File: config.mk
export PLATFORM = sky130hd
export DESIGN_NAME = nonce_search
export DESIGN_NICKNAME = d
export VERILOG_FILES = /design/src/rtl/nonce_search.sv
export SDC_FILE = /design/constraint.sdc
export NUM_CORES = 1
export LEC_CHECK = 0
export BUFFER_PORTS_ARGS = -buffer_cell sky130_fd_sc_hd__buf_2
export CAP_MARGIN = 15
export CELL_PAD_IN_SITES_DETAIL_PLACEMENT = 0
export CELL_PAD_IN_SITES_GLOBAL_PLACEMENT = 1
export CORE_ASPECT_RATIO = 0.9
export CORE_MARGIN = 4
export CORE_UTILIZATION = 30
export DETAILED_ROUTE_END_ITERATION = 10
export MAX_ROUTING_LAYER = met4
export PLACE_DENSITY = 0.69
export SLEW_MARGIN = 30
export SYNTH_ARGS = -nofsm -noshare
export SYNTH_HDL_FRONTEND = slang
export SYNTH_SLANG_ARGS = --single-unit
File: constraint.sdc
create_clock -name clk -period 2.5 [get_ports clk]
set_clock_uncertainty 0.15 [all_clocks]
set_input_delay 0.125 -clock clk [delete_from_list [all_inputs] [get_ports clk]]
set_output_delay 0.125 -clock clk [all_outputs]
set_load 0.02 [all_outputs]
File: src/rtl/nonce_search.sv
// nonce_search: drives an external Adder with successive nonce candidates
// until the returned sum is at or below a latched target.
// Each attempt: one-cycle start pulse, wait for a fresh rising edge of fine,
// capture sum_in, compare. Search ends in DONE on a match, or in FAIL when
// the candidate space is exhausted.
// Optional build macro NONCE_LIMIT_EN: additionally ends a failing search
// after MAX_TRIES attempts.
module nonce_search #(
  parameter int unsigned SUM_WIDTH   = 13,
  parameter int unsigned NONCE_WIDTH = 8,
  parameter int unsigned MAX_TRIES   = 200
) (
  input  logic                   clk,
  input  logic                   reset,
  input  logic                   go,
  input  logic [SUM_WIDTH-1:0]   target,
  input  logic                   fine,
  input  logic [SUM_WIDTH-1:0]   sum_in,
  output logic                   start,
  output logic [NONCE_WIDTH-1:0] nonce,
  output logic                   busy,
  output logic                   found,
  output logic                   fail,
  output logic [NONCE_WIDTH-1:0] found_nonce,
  output logic [SUM_WIDTH-1:0]   found_sum
);

  localparam logic [2:0] S_IDLE   = 3'd0;
  localparam logic [2:0] S_LAUNCH = 3'd1;
  localparam logic [2:0] S_WAIT   = 3'd2;
  localparam logic [2:0] S_CHECK  = 3'd3;
  localparam logic [2:0] S_DONE   = 3'd4;
  localparam logic [2:0] S_FAIL   = 3'd5;

`ifdef NONCE_LIMIT_EN
  localparam bit LIMIT_ACTIVE = 1'b1;
`else
  localparam bit LIMIT_ACTIVE = 1'b0;
`endif

  logic [2:0]             state_reg, state_next;
  logic [NONCE_WIDTH-1:0] nonce_reg, nonce_next;
  logic [NONCE_WIDTH-1:0] attempt_reg, attempt_next;
  logic [SUM_WIDTH-1:0]   target_reg, target_next;
  logic [SUM_WIDTH-1:0]   sum_reg, sum_next;
  logic [NONCE_WIDTH-1:0] found_nonce_reg, found_nonce_next;
  logic [SUM_WIDTH-1:0]   found_sum_reg, found_sum_next;
  logic                   fine_d_reg;
  logic                   start_reg, start_next;
  logic                   busy_reg, busy_next;
  logic                   found_reg, found_next;
  logic                   fail_reg, fail_next;

  logic fine_rise;
  logic last_try;

  // Only a fresh 0->1 transition of fine counts; a level left high from an
  // earlier run never triggers a capture.
  assign fine_rise = fine & ~fine_d_reg;

  // The current attempt is the last one if the candidate space is used up
  // (never wrap back to nonce 0) or, when the limit is built in, the
  // attempt budget is spent. LIMIT_ACTIVE folds the second term away.
  assign last_try = (nonce_reg == {NONCE_WIDTH{1'b1}}) ||
                    (LIMIT_ACTIVE && ((32'(attempt_reg) + 32'd1) >= MAX_TRIES));

  // Next-state and datapath update logic.
  always_comb begin
    state_next       = state_reg;
    nonce_next       = nonce_reg;
    attempt_next     = attempt_reg;
    target_next      = target_reg;
    sum_next         = sum_reg;
    found_nonce_next = found_nonce_reg;
    found_sum_next   = found_sum_reg;
    case (state_reg)
      S_IDLE, S_DONE, S_FAIL: begin
        if (go) begin
          target_next  = target;
          nonce_next   = '0;
          attempt_next = '0;
          state_next   = S_LAUNCH;
        end
      end
      S_LAUNCH: begin
        state_next = S_WAIT;
      end
      S_WAIT: begin
        if (fine_rise) begin
          sum_next   = sum_in;
          state_next = S_CHECK;
        end
      end
      S_CHECK: begin
        if (sum_reg <= target_reg) begin
          found_nonce_next = nonce_reg;
          found_sum_next   = sum_reg;
          state_next       = S_DONE;
        end else if (last_try) begin
          state_next = S_FAIL;
        end else begin
          nonce_next   = nonce_reg + 1'b1;
          attempt_next = attempt_reg + 1'b1;
          state_next   = S_LAUNCH;
        end
      end
      default: begin
        state_next = S_IDLE;
      end
    endcase
  end

  // Status outputs are decoded from the next state so they are registered
  // and line up exactly with the state they describe.
  always_comb begin
    start_next = (state_next == S_LAUNCH);
    busy_next  = (state_next == S_LAUNCH) || (state_next == S_WAIT) ||
                 (state_next == S_CHECK);
    found_next = (state_next == S_DONE);
    fail_next  = (state_next == S_FAIL);
  end

  // State and output registers; reset overrides go and fine.
  always_ff @(posedge clk) begin
    if (reset) begin
      state_reg       <= S_IDLE;
      nonce_reg       <= '0;
      attempt_reg     <= '0;
      target_reg      <= '0;
      sum_reg         <= '0;
      found_nonce_reg <= '0;
      found_sum_reg   <= '0;
      fine_d_reg      <= 1'b0;
      start_reg       <= 1'b0;
      busy_reg        <= 1'b0;
      found_reg       <= 1'b0;
      fail_reg        <= 1'b0;
    end else begin
      state_reg       <= state_next;
      nonce_reg       <= nonce_next;
      attempt_reg     <= attempt_next;
      target_reg      <= target_next;
      sum_reg         <= sum_next;
      found_nonce_reg <= found_nonce_next;
      found_sum_reg   <= found_sum_next;
      fine_d_reg      <= fine;
      start_reg       <= start_next;
      busy_reg        <= busy_next;
      found_reg       <= found_next;
      fail_reg        <= fail_next;
    end
  end

  assign start       = start_reg;
  assign nonce       = nonce_reg;
  assign busy        = busy_reg;
  assign found       = found_reg;
  assign fail        = fail_reg;
  assign found_nonce = found_nonce_reg;
  assign found_sum   = found_sum_reg;

endmodule

==> results.json, run 1 <==
{
  "wire_per_inst_um": 14.1,
  "antenna_found_initial": 0,
  "syn_inst": 329,
  "tritoncts": "built",
  "cts.clk_slew.worst_paths_ns": 0.07,
  "post-synth-top-area-cell": "dfxtp_1",
  "crit_fanout": 7,
  "endpoint_kind": "register",
  "synth.area.top_cells": "dfxtp_1 (45%), a21oi_1 (8.2%), ha_1 (6.3%), mux2i_1 (5.4%), nand3_1 (5.4%)",
  "layout.nets": 483,
  "synth_edf_count": 0,
  "path_cells": "inv_1, ha_4, nand3_4, o21bai_4, a311oi_4, o31ai_4, buf_6, or4_1, a21oi_1",
  "dp_hpwl_mm": 5.67,
  "yosys_register_bits": 63,
  "dp_slack_ns": -0.124,
  "start_util_pct": 30.7,
  "netlist_area_sq_mm": 0.00280,
  "setup_viol": 0,
  "die_w_um": 110,
  "worst_pin_slew_ns": 0.446,
  "clock_power_share_pct": 32.8,
  "grt_pass1_vias": 2615,
  "synthTopCellsByCount": "dfxtp_1 (63), a21oi_1 (46), nand2_1 (32)",
  "viasPerCell": 4.76,
  "outcome": "complete, no violations",
  "routabilityCongestion": 0.822,
  "synth.distinct_cells": 37,
  "synth_nets": 373,
  "finalWorstSetupSlack_ns": 0.0859,
  "crit_arrival_ns": 2.53,
  "drc": 0,
  "core_area_sq_mm": 0.00913,
  "power.leakage_nw": 1.65,
  "drv_cap": 0,
  "critPathSlowestCell": "or4_1",
  "die-area_sq_mm": 0.0109,
  "placed_area_sq_mm": 0.00334,
  "finalMaxSlewViolations": 0,
  "internal_power_mw": 1.84,
  "grt_first_pass_wirelength_mm": 13.0,
  "clock_sinks": 63,
  "antenna-diode-count": 0,
  "slew_headroom_pct": 70.0,
  "criticalPathCategory": "register to register",
  "ys_seq_area_share_pct": 45.0,
  "crit_required_ns": 2.62,
  "drive_gt1_share_pct": 28.1,
  "p_switching_mw": 0.747,
  "holdWs_ns": 0.0496,
  "drt_iter0_drc": 60,
  "grt_max_degree": 39,
  "max_stage_delay_ns": 0.46,
  "comb_power_share_pct": 25.9,
  "clk_path_buf_depth": 2,
  "clock_latency_ns": 0.34,
  "avgSynthCellArea_sq_um": 8.51,
  "cp-start-kind": "register",
  "die_y_um": 99.7,
  "overflow": 0,
  "synth_ff_type": "dfxtp_1",
  "hold_viol": 0,
  "synth_top_area_share_pct": 45.0,
  "ctsHtreeMaxLevel": 3,
  "hold_path_class": "primary input to register",
  "power.total_mw": 2.59,
  "io_pins": 63,
  "dr.pass1.iters": 4,
  "rows": 33,
  "ys.warnings.count": 0,
  "async_flop_share_pct": 0,
  "finalCriticalPeriod_ns": 2.41,
  "switching_share_pct": 28.9,
  "drt-total-wl_mm": 7.95,
  "root_buffer": "clkbuf_8",
  "area_delta_synth_final_pct": 43.4,
  "clock.fmax_mhz": 414,
  "seqPwrFrac_pct": 41.3,
  "power.density_mw_per_mm2": 644,
  "rsz0062_at_grt": "true",
  "numPortBuffers": 62,
  "max-vdd-ir-drop_v": 0.000285,
  "cts_buffers": 9,
  "final_area_sq_mm": 0.00402,
  "finalCritPeriodShare_pct": 96.6,
  "detail-route-antenna-nets": 0,
  "vias": 2683,
  "gr-usage-all-layers_pct": 15.6,
  "synth.most_common_cell": "dfxtp_1"
}
-- critical path, delay by kind of cell (launching register included) --
kind / cells / cell delay, ns
flops: 1 / 0.33
compound gates: 4 / 0.81
simple gates: 2 / 0.54
buf+inv: 2 / 0.22
fa+ha+maj: 1 / 0.29
-- logic make-up (layout without fill, tap and decap cells) --
kind of cell	Yosys count	count (layout)	share of synthesized area (%)
xor gates and xnor gates	2	2	0.626
muxes	15	15	5.36
and+or+nand+nor	108	108	18.9
DFF	63	63	45.0
buffers and inverters	37	150	5.36
AOI/OAI and AO/OA	90	90	18.5
adders and majority gates	14	14	6.26
-- worst paths after layout --
kind / startpoint / end / slack [ns] / cells past startpoint
max: target_reg[4] / nonce[4] / 0.09 / 9
min: reset / state_reg[0] / 0.05 / 2
max reg2reg: target_reg[4] / nonce[4] / 0.09 / 9
min reg2reg: target_reg[3] / target_reg[3] / 0.30 / 2
-- cells in the final DEF (no fill, tap or decap), types with 2 or more instances in the layout --
cell	n
mux2i_1	15
ha_1	10
and4b_1	2
o21ai_1	8
o31ai_1	4
dlygate4sd3_1	27
and3b_1	2
dfxtp_2	2
o21ai_0	17
a211oi_1	4
inv_1	16
ha_4	4
a21oi_2	3
nor2_1	21
buf_2	63
nand2b_1	3
a21oi_1	43
nor2b_1	2
dfxtp_1	61
or3_1	3
and4_1	2
nand3b_1	2
or4_1	2
buf_6	4
clkinv_2	2
buf_4	25
nand2_1	32
nand4_1	2
clkbuf_8	10
nand3_1	29
a21o_1	2
-- cell type report --
type | instances | area, sq um
clock inverters | 4 | 47.5
repair buffers | 120 | 838
clock buffers | 10 | 138
multi-input cells | 229 | 1520
inverters | 16 | 60.1
fillers | 912 | 5110
well taps | 122 | 153
flip-flops and latches | 63 | 1260
-- stage by stage --
| step | std cells | utilization [%] | TNS, ns |
|---|---|---|---|
| 2_1_floorplan | 329 | - | 0 |
| 5_1_grt | 564 | 44.0 | -0.0332 |
| 4_1_cts | 557 | 41.9 | 0 |
| 3_5_place_dp | 513 | 36.6 | -0.461 |
| 6_report | 564 | 44.0 | 0 |
| 3_3_place_gp | 513 | 36.6 | -0.236 |
-- per-layer routing --
layer / share of wire, % / vias up / GRT usage (%)
li1: - / 1385 / -
met1: 49 / 1231 / 20.3
met2: 45 / 56 / 23.7
met3: 4.9 / 11 / 4.48
met4: 1.2 / 0 / 4.31
met5: 0 / - / -
-- timing repair --
| action | 4_1_cts | 5_1_grt |
|---|---|---|
| setup buffers | 3 | 6 |
| resized for setup | 1 | 30 |
| pin swaps | 2 | 11 |
| hold endpoints to repair | 27 | 0 |
| gates cloned | 0 | 1 |
| endpoints found under the setup margin | 11 | 33 |
| hold buffers | 27 | 0 |
-- power by group through the flow --
stage | registers, mW | logic (mW) | clock network (mW)
final | 1.07 | 0.670 | 0.850
after global routing | 1.07 | 0.734 | 0.918
after CTS | 1.07 | 0.516 | 0.883
after detailed placement | 1.09 | 0.458 | 0
after global placement | 1.09 | 0.455 | 0
after floorplan | 1.09 | 0.288 | 0
Note: power is estimated with default switching activity, not from simulation.
==> inputs of run 2 (changes only) <==
--- a/config.mk
+++ b/config.mk
@@ -11,10 +11,12 @@
 export CELL_PAD_IN_SITES_GLOBAL_PLACEMENT = 1
 export CORE_ASPECT_RATIO = 0.9
 export CORE_MARGIN = 4
-export CORE_UTILIZATION = 30
+export CORE_UTILIZATION = 39
+export CTS_CLUSTER_DIAMETER = 200
+export CTS_CLUSTER_SIZE = 30
 export DETAILED_ROUTE_END_ITERATION = 10
 export MAX_ROUTING_LAYER = met4
-export PLACE_DENSITY = 0.69
+export PLACE_DENSITY = 0.84
 export SLEW_MARGIN = 30
 export SYNTH_ARGS = -nofsm -noshare
 export SYNTH_HDL_FRONTEND = slang
==> results.json, run 2 (synthesized netlist as in run 1, its figures left out) <==
{
  "outcome": "complete, no violations",
  "dr.pass1.iters": 4,
  "drt-total-wl_mm": 7.51,
  "die_w_um": 97.3,
  "multi_input_area_sq_mm": 0.00142,
  "dp_hpwl_mm": 5.10,
  "worst_pin_slew_ns": 0.519,
  "gr-usage-all-layers_pct": 18.5,
  "detail-route-antenna-nets": 0,
  "area_delta_synth_final_pct": 33.3,
  "core_area_sq_mm": 0.00700,
  "layout.nets": 466,
  "rsz0062_at_grt": "false",
  "crit_fanout": 5,
  "finalMaxSlewViolations": 0,
  "slew_headroom_pct": 65.4,
  "nFillCells": 661,
  "drive_gt1_share_pct": 22.7,
  "drt_iter0_drc": 198,
  "crit_required_ns": 2.64,
  "die_y_um": 88.4,
  "crit_arrival_ns": 2.48,
  "cpLargestDelayFamily": "compound AO/OA/AOI/OAI gates",
  "final_area_sq_mm": 0.00373,
  "die-area_sq_mm": 0.00860,
  "viasPerCell": 5.16,
  "io_pins": 63,
  "antenna_found_initial": 0,
  "numPortBuffers": 62,
  "final_common_cell": "dfxtp_1",
  "cts_buffers": 9,
  "criticalPathCategory": "register to register",
  "grt_first_pass_wirelength_mm": 12.2,
  "root_buffer": "clkbuf_8",
  "rows": 29,
  "antenna-diode-count": 0,
  "final_cell_mix": "dfxtp_1 (63), buf_2 (62), a21oi_1 (45), nand2_1 (32), nand3_1 (30)",
  "tritoncts": "built",
  "cts.clk_slew.worst_paths_ns": 0.07,
  "drv_cap": 0,
  "clock_sinks": 63,
  "hold_viol": 0,
  "critical_path_buf_inv_count": 2,
  "vias": 2683,
  "finalCritPeriodShare_pct": 93.7,
  "holdWs_ns": 0.0678,
  "clock.fmax_mhz": 427,
  "grt_pass1_vias": 2530,
  "placed_area_sq_mm": 0.00323,
  "max_stage_delay_ns": 0.50,
  "ctsHtreeMaxLevel": 3,
  "setup_viol": 0,
  "clock_latency_ns": 0.35,
  "routabilityCongestion": 0.841,
  "wire_per_inst_um": 14.5,
  "power.leakage_nw": 1.53,
  "endpoint_kind": "register",
  "overflow": 0,
  "finalCriticalPeriod_ns": 2.34,
  "path_cells": "inv_1, ha_1, nand3_1, o21bai_1, a311oi_2, buf_4, o31ai_2, or4_1, a21oi_1",
  "drc": 0,
  "cp-start-kind": "register",
  "regArea_sq_mm": 0.00126,
  "clk_path_buf_depth": 2,
  "power.density_mw_per_mm2": 658,
  "max-vdd-ir-drop_v": 0.000468,
  "grt_max_degree": 32,
  "hold_path_class": "primary input to register",
  "critPathSlowestCell": "or4_1",
  "start_util_pct": 40.0
}
-- run 2: cell count changes in the layout (fill, tap and decap cells not counted), sizes merged --
| cell | before | now |
|---|---|---|
| buf | 93 | 75 |
| clkinv | 2 | 3 |
| clkinvlp | 1 | 2 |
| o31ai | 5 | 6 |
-- run 2: final timing paths --
kind / start / to / slack (ns) / cells after the start
max reg2reg: target_reg[4] / nonce[4] / 0.16 / 9
min: go / state_reg[2] / 0.07 / 3
min reg2reg: target_reg[11] / target_reg[11] / 0.30 / 2
max: target_reg[4] / nonce[4] / 0.16 / 9
-- run 2: area by class of cell --
class / instances / share of cell area, %
Clock inverter: 6 / 1.61
Timing Repair Buffer: 102 / 18.2
Inverter: 16 / 1.61
Tap cell: 93 / 3.12
Sequential cell: 63 / 33.8
Clock buffer: 10 / 3.69
Multi-Input combinational cell: 230 / 38.0
-- run 2: routing by layer --
layer	global-route usage, %	vias to the layer above	wire [um]
li1	-	1348	-
met1	22.7	1242	3510
met2	29.2	84	3450
met3	5.99	9	470
met4	5.91	0	85
met5	-	-	0
-- run 2: worst min-delay path: cells and delay by family --
family / cells / cell delay, ns
buffers and inverters: 1 / 0.10
and+or+nand+nor: 1 / 0.20
AOI/OAI and AO/OA: 1 / 0.09
-- run 2: stage by stage --
step | instances | utilization, % | setup TNS (ns) | power, mW | worst slack (ns)
2_1_floorplan | 329 | - | 0 | 1.38 | 0.252
3_3_place_gp | 475 | 46.1 | 0 | 1.51 | 0.0788
3_5_place_dp | 475 | 46.1 | -0.120 | 1.51 | -0.0499
4_1_cts | 518 | 52.9 | 0 | 2.43 | 0.0134
5_1_grt | 520 | 53.3 | 0 | 2.57 | 0.0118
6_report | 520 | 53.3 | 0 | 2.46 | 0.158
-- run 2: where the power goes --
group | total [mW] | leakage (nW) | switching [mW] | internal (mW)
clock | 0.888 | 0.0981 | 0.407 | 0.481
combinational | 0.501 | 0.924 | 0.303 | 0.197
sequential | 1.07 | 0.511 | 0.0263 | 1.04
total | 2.46 | 1.53 | 0.737 | 1.72
-- run 2: timing repair --
item                                   4_1_cts  5_1_grt
endpoints found under the hold margin       27        0
gates resized for setup                      1        4
gates cloned                                 0        1
hold buffers                                27        0
pin swaps                                    0        4
setup endpoints to repair                    4       34
setup buffers                                0        1
